`config.mk`:
```
export PLATFORM = sky130hd
export DESIGN_NAME = apb2_master
export DESIGN_NICKNAME = d
export VERILOG_FILES = /design/src/rtl/apb2_types.sv /design/src/rtl/apb2_watchdog.sv /design/src/rtl/apb2_master.sv
export SDC_FILE = /design/constraint.sdc
export NUM_CORES = 1
export LEC_CHECK = 0
export CAP_MARGIN = 0
export CORE_UTILIZATION = 30
export DETAILED_ROUTE_END_ITERATION = 16
export HOLD_SLACK_MARGIN = 0.05
export REMOVE_ABC_BUFFERS = 1
export SYNTH_ARGS = -nofsm -noshare
export SYNTH_HDL_FRONTEND = slang
export SYNTH_HIERARCHICAL = 1
export SYNTH_SLANG_ARGS = --single-unit
```
`constraint.sdc`:
```
create_clock -name pclk -period 2.89 [get_ports pclk]
set_clock_uncertainty 0.1 [all_clocks]
set_input_delay 0.867 -clock pclk [delete_from_list [all_inputs] [get_ports pclk]]
set_output_delay 0.867 -clock pclk [all_outputs]
set_load 0.02 [all_outputs]
```
`src/rtl/apb2_types.sv`:
```
// Shared types and width constants for the APB2 master.
// The response struct carries the widest supported data bus.
package apb2_types;

    localparam int APB_DATA_W = 32;
    localparam int APB_ADDR_W = 8;
    localparam int APB_PROT_W = 3;

    typedef enum logic [1:0] {
        IDLE,
        SETUP,
        ACCESS,
        RESP
    } apb2_master_state_t;

    typedef struct packed {
        logic [APB_DATA_W-1:0] rdata;
        logic                  err;
        logic                  timeout;
    } apb2_rsp_t;

endpackage

```
`src/rtl/apb2_watchdog.sv`:
```
// Saturating ACCESS-phase cycle counter with a terminal flag.
// A limit of 0 disables the terminal flag entirely.
module apb2_watchdog #(
    parameter int limit = 256
) (
    input  logic clk,
    input  logic rst,
    input  logic clear,
    input  logic en,
    output logic expired
);

    localparam int W = (limit > 0) ? $clog2(limit + 1) : 1;
    localparam logic [W-1:0] LAST = W'((limit > 0) ? limit - 1 : 0);

    logic [W-1:0] count;

    // Holds at LAST so the counter never wraps
    always_ff @(posedge clk or posedge rst) begin
        if (rst) begin
            count <= '0;
        end else if (clear) begin
            count <= '0;
        end else if (en && (count != LAST)) begin
            count <= count + 1'b1;
        end
    end

    assign expired = (limit != 0) && (count == LAST);

endmodule

```
`src/rtl/apb2_master.sv`:
```
// APB2 requester: single-beat command port to SETUP/ACCESS transfers,
// with a response port and an ACCESS-phase watchdog.
module apb2_master
    import apb2_types::*;
#(
    parameter int                    data_width     = APB_DATA_W,
    parameter int                    addr_width     = APB_ADDR_W,
    parameter int                    timeout_cycles = 256,
    parameter logic [APB_PROT_W-1:0] prot_value     = 3'b000
) (
    input  logic                    pclk,
    input  logic                    preset,
    input  logic                    cmd_valid,
    output logic                    cmd_ready,
    input  logic                    cmd_write,
    input  logic [addr_width-1:0]   cmd_addr,
    input  logic [data_width-1:0]   cmd_wdata,
    input  logic [data_width/8-1:0] cmd_strb,
    output logic                    rsp_valid,
    input  logic                    rsp_ready,
    output logic [data_width-1:0]   rsp_rdata,
    output logic                    rsp_err,
    output logic                    rsp_timeout,
    output logic                    psel,
    output logic                    penable,
    output logic                    pwrite,
    output logic [addr_width-1:0]   paddr,
    output logic [data_width-1:0]   pwdata,
    output logic [data_width/8-1:0] pstrb,
    output logic [APB_PROT_W-1:0]   pprot,
    input  logic [data_width-1:0]   prdata,
    input  logic                    pready,
    input  logic                    pslverr
);

    apb2_master_state_t state, state_next;
    apb2_rsp_t          rsp;
    logic               expired;
    logic               in_access;
    logic               done;
    logic               abort;

    assign in_access = (state == ACCESS);
    // pready outranks a simultaneous watchdog expiry
    assign done      = in_access && pready;
    assign abort     = in_access && !pready && expired;

    apb2_watchdog #(
        .limit(timeout_cycles)
    ) u_watchdog (
        .clk    (pclk),
        .rst    (preset),
        .clear  (!in_access),
        .en     (in_access && !pready),
        .expired(expired)
    );

    always_ff @(posedge pclk or posedge preset) begin
        if (preset) begin
            state <= IDLE;
        end else begin
            state <= state_next;
        end
    end

    always_comb begin
        state_next = state;
        cmd_ready  = 1'b0;
        psel       = 1'b0;
        penable    = 1'b0;
        rsp_valid  = 1'b0;
        unique case (state)
            IDLE: begin
                cmd_ready = 1'b1;
                if (cmd_valid) begin
                    state_next = SETUP;
                end
            end
            SETUP: begin
                psel       = 1'b1;
                state_next = ACCESS;
            end
            ACCESS: begin
                psel    = 1'b1;
                penable = 1'b1;
                if (done || abort) begin
                    state_next = RESP;
                end
            end
            RESP: begin
                rsp_valid = 1'b1;
                if (rsp_ready) begin
                    state_next = IDLE;
                end
            end
            default: state_next = IDLE;
        endcase
    end

    always_ff @(posedge pclk or posedge preset) begin
        if (preset) begin
            pwrite <= 1'b0;
            paddr  <= '0;
            pwdata <= '0;
            pstrb  <= '0;
            rsp    <= '0;
        end else begin
            if ((state == IDLE) && cmd_valid) begin
                pwrite <= cmd_write;
                paddr  <= cmd_addr;
                pwdata <= cmd_wdata;
                pstrb  <= cmd_write ? cmd_strb : '0;
            end
            if ((state == RESP) && rsp_ready) begin
                pstrb <= '0;
            end
            if (done) begin
                rsp.rdata   <= pwrite ? '0 : APB_DATA_W'(prdata);
                rsp.err     <= pslverr;
                rsp.timeout <= 1'b0;
            end else if (abort) begin
                rsp.rdata   <= '0;
                rsp.err     <= 1'b1;
                rsp.timeout <= 1'b1;
            end
        end
    end

    assign rsp_rdata   = rsp.rdata[data_width-1:0];
    assign rsp_err     = rsp.err;
    assign rsp_timeout = rsp.timeout;
    assign pprot       = prot_value;

endmodule

```
---- Yosys cells after proc, flatten, opt, wreduce, memory -nomap -nowiden ----
Cells that the tools add are included.
operators by class
  $add $sub $neg .......................... 1
  equal/unequal tests ..................... 9
  mux-type cells .......................... 16
  reductions and logical operators ........ 13
operators with widths
  kind                   count
  $mux W34               2
  $mux W32               1
  $mux W9                2
  $mux W4                3
  $add A9 B1 Y9 const B  1
  $eq A9 B8 Y1 const B   1
  $ne A9 B8 Y1 const B   1
  $pmux W2 S4            1
  $logic_and A1 B1 Y1    6
  $mux W2                3
  $eq A2 B2 Y1 const B   2
  $mux W1                4
  $ne A2 B1 Y1 const B   2
  $ne A2 B2 Y1 const B   2
  $reduce_bool A2 Y1     2
  $reduce_and A3 Y1      1
  $eq A2 B1 Y1 const B   1
  $logic_not A2 Y1       1
  $reduce_or A2 Y1       1
  $logic_not A1 Y1       1
  $logic_or A1 B1 Y1     1
word-level totals
  register bits ........................... 90

---- Logic depth before layout (Yosys ltp) ----
  depth after elaboration ................. 6
  depth in mapped cells ................... 7
  gate-level depth less buffers ........... 7

---- Modules after synthesis ----
Netlist, hierarchy kept.
by module, submodules not included
  module         times used  cells each  area each (um^2)
  apb2_master    1           205         3,239.4
  apb2_watchdog  1           48          479.2

---- Least setup slack after synthesis ----
OpenSTA, ideal clock, no wires.
  path kind ............................... reg2reg
  start ................................... register state[0]
  end ..................................... register u_watchdog.count[5]
  data arrival time ....................... 1,935 ps
  required time ........................... 2,712 ps
  slack ................................... 777 ps
  cell stages (with the launch flop) ...... 8
  buffers on the path ..................... 0
  clock period less this slack ............ 2,113 ps
  path through ............................ dfrtp_1 inv_1 ha_1 inv_1 nor2_1 nand4b_4 or4_1 a21oi_1
on the way
  cells in the longest elaborated chain, start to end .. 4
  elaborated cells between the ends (all ways) .. 5
ends and longest elaborated chain
  what                      RTL line             text
  start: declaration        apb2_master.sv:36    apb2_master_state_t state, state_next;
  start signal: assignment  apb2_master.sv:62    state <= state_next;
  $eq A2 B2 Y1 (*)          apb2_master.sv:43    assign in_access = (state == ACCESS);
  $logic_and A1 B1 Y1       apb2_master.sv:54    .en (in_access && !pready),
  $logic_and A1 B1 Y1       apb2_watchdog.sv:24  end else if (en && (count != LAST)) begin
  $ne A2 B1 Y1 (no line)    --
  end signal: assignment    apb2_watchdog.sv:25  count <= count + 1'b1;
  end: declaration          apb2_watchdog.sv:16  logic [W-1:0] count;
Every way passes the cells marked *; elsewhere a longest branch is shown, timed or not.
A chain may end at the register's enable or synchronous reset.

---- Worst setup path after layout ----
  start ................................... register state[0]
  end ..................................... output penable
on the way
  cells in the longest elaborated chain, start to end .. 2
ends and longest elaborated chain
  what              RTL line           text
  $eq A2 B2 Y1      apb2_master.sv:72  unique case (state)
  $mux W1           apb2_master.sv:72
  end: declaration  apb2_master.sv:25  output logic penable,
Every way passes these cells.

==> impl_results.md <==
- CP Launch Type: flip-flop
- Reg2reg start: state[0]$_DFFE_PP0P_
- Syn_area_per_cell: 14.7 um2
- Hold path cells: 1
- Nature of the critical path endpoint: output pin
- EDFF count, synth: 0
- Core Rows: 40
- Min-Delay Endpoint: rsp_rdata[14]$_DFFE_PP0P_
- Min-Delay Path Class: flip-flop to flip-flop
- Synth top area cells: dfrtp_1, mux2_4, a22o_1
- Pre-Repair DR Iteration Count: 4
- Count of input and output buffers: 165
- R2r setup slk: 0.56 ns
- Maximum number of pins on one net before global-route repair: 34
- CTS Buf Count: 9
- WL per Instance: 15.6 um
- Unrepaired setup endpoints after global routing: no
- Async S/R FF share, synth: 1.00
- Yosys warns: 6
- Post-route clock period utilization: 0.945
- Max cap viols: 0
- Via density: 4.50
- GR Overflow Total: 0
- First-pass GRT wire length: 14800 um
- Final cell count without fillers: 598
- Initial Utilization: 0.308
- Achievable Freq: 366 MHz
- Initial antenna violation count: 0
- Register bit total from synthesis: 90
- Final setup fails: 0
- Layout cell share with drive strength beyond 1: 0.174
- Tot Pwr: 6.71 mW
- Via count: 2691
- VDD IR max: 0.000479 V
- Longest Clk Path Bufs: 2
- WP data required: 1.92 ns
- CP max FO: 8
- H-tree levels: 3
- Leak: 2.65 nW
- Arr. time, crit path: 1.76 ns
- Status: finished clean
- Max Slew Vio Count: 0
- Final TNS setup: 0 ns
- Cell taking the most area after synthesis: dfrtp_1
- TritonCTS clock tree: yes
- Die Height: 113 um
- Clk_lat worst skew: 0.34 ns
- Clk pin slew, worst setup/hold paths: 0.06 ns
- Syn Inst Count: 253
- R2R Path End: u_watchdog/count[7]$_DFFE_PP0P_
- Ant. Diodes: 0
- Cells after DPL: 582
- Hold path start: rsp_rdata[14]$_DFFE_PP0P_
- Clk sinks: 90
- Mapped Area: 0.00372 mm2
- Drt initial violations: 132
- Worst R2R Path Depth: 7
- Sequential area share after synthesis: 0.606
- NumNets Final: 513
- Yosys cell types: 37
- Dpl hpwl: 6700 um
- Routed Antenna Nets: 0
- Min Tclk post-route: 2.73 ns
- Total Wirelength: 9320 um
- Yosys top cell area share: 0.606
- Hold Fails Final Rpt: 0
- Gpl congestion: 0.733
- CORE AREA: 0.0121 mm2
- Setup repair bufs after CTS: 0
- Drc violations: 0
- Die Wd: 113 um
- Vias in the first global route: 2781
- Clock Tree Root: clkbuf_16
- IO Pins: 169
- Post-synth top flop: dfrtp_1
- Setup CP Type: flip-flop to output pin
- Power Dens Cells: 1130 mW/mm2
- Gr usage total: 0.152
- Die footprint: 0.0128 mm2
- Layout area overhead: 59.3%
[metrics by stage]
| step | setup WS (ns) | instance area (um2) | hold WS [ns] | utilization |
|---|---|---|---|---|
| finish | 0.159 | 5920 | 0.405 | 0.491 |
| global route | 0.106 | 5920 | 0.416 | 0.491 |
| CTS | 0.0668 | 5920 | 0.410 | 0.491 |
| detailed placement | 0.209 | 5580 | 0.392 | 0.463 |
| global placement | 0.253 | 5580 | 0.389 | 0.463 |
| floorplan | -0.157 | 3610 | 0.400 | - |
[critical path: stages (launching register included)]
cell,delay (ns)
dfrtp_1,0.40
inv_1,0.09
ha_2,0.29
clkdlybuf4s50_1,0.64
[placed cells by master, fill, tap and decap left out, drive strengths merged, types with 2 or more instances in the layout]
cell | netlist | final
bufinv | 0 | 2
xnor2 | 2 | 2
ha | 5 | 5
nand2 | 7 | 7
dfrtp | 90 | 90
nand4b | 2 | 2
nand3 | 2 | 2
nand4 | 5 | 5
mux2 | 42 | 42
or3 | 3 | 3
clkdlybuf4s50 | 0 | 165
a22o | 32 | 32
conb | 1 | 3
inv | 10 | 10
o21ai | 4 | 4
a21oi | 12 | 12
clkinv | 0 | 2
buf | 14 | 9
clkbuf | 1 | 11
or4 | 2 | 2
o31ai | 2 | 2
nor2 | 9 | 9
nor2b | 2 | 2
[power breakdown]
group	total [mW]	internal [mW]	switching (mW)
sequential	2.13	1.81	0.317
combinational	3.27	1.80	1.47
clock	1.31	0.810	0.502
total	6.71	4.42	2.29
[routing by layer]
layer / vias to the layer above / global-route usage / part of all wire
met5: - / 0 / 0
met4: 0 / 0.0570 / 0.016
met3: 12 / 0.0589 / 0.066
met2: 99 / 0.240 / 0.49
met1: 1335 / 0.188 / 0.43
li1: 1245 / - / -
[state kept, by name, indices dropped and copies added, names as in the netlist]
register / count
rsp_err: 1
pstrb: 4
rsp_timeout: 1
pwrite: 1
state: 2
u_watchdog/count: 9
pwdata: 32
paddr: 8
rsp_rdata: 32
[cells by family after synthesis]
family | count (synthesis) | synth area share
mux | 43 | 0.166
buf+inv | 25 | 0.0407
flops | 90 | 0.606
simple gates | 34 | 0.0552
xor+xnor | 2 | 0.00471
fa+ha+maj | 5 | 0.0168
compound gates | 53 | 0.110
other cells | 1 | 0.00101
[what timing repair did]
| action | in CTS | in global routing |
|---|---|---|
| endpoints found under the setup margin | 0 | 1 |
| gates resized for setup | 0 | 1 |
| hold buffers | 0 | 0 |
[how the worst max path moves through the flow]
stage / from / end / slack [ns] / cells past startpoint
after floorplan: preset / paddr[0]$_DFFE_PP0P_ / -0.16 / 1
final: state[0]$_DFFE_PP0P_ / penable / 0.16 / 3
after detailed placement: pready / u_watchdog/count[5]$_DFFE_PP0P_ / 0.21 / 5
after global routing: state[0]$_DFFE_PP0P_ / penable / 0.11 / 3
after global placement: pready / u_watchdog/count[5]$_DFFE_PP0P_ / 0.25 / 5
after CTS: state[0]$_DFFE_PP0P_ / penable / 0.07 / 3
[Yosys cell counts (2+ instances only)]
| library cell | number |
|---|---|
| buf_2 | 3 |
| mux2_4 | 36 |
| inv_1 | 9 |
| nand2_1 | 6 |
| nor2_1 | 8 |
| dfrtp_1 | 90 |
| o21ai_0 | 3 |
| xnor2_1 | 2 |
| buf_4 | 6 |
| nand4_1 | 5 |
| nor2b_1 | 2 |
| o31ai_1 | 2 |
| nand3_1 | 2 |
| or4_1 | 2 |
| buf_6 | 4 |
| a21oi_1 | 12 |
| a22o_1 | 32 |
| ha_1 | 5 |
| mux2_2 | 5 |
| or3_1 | 2 |
[final cells by class]
class | instances | area (um2)
Fill cell | 1050 | 6140
Sequential cell | 90 | 2250
Timing Repair Buffer | 174 | 1760
Multi-Input combinational cell | 140 | 1330
Clock buffer | 11 | 253
Tap cell | 168 | 210
Clock inverter | 5 | 85.1
Inverter | 10 | 38.8
Power figures use the tool's default switching activity.
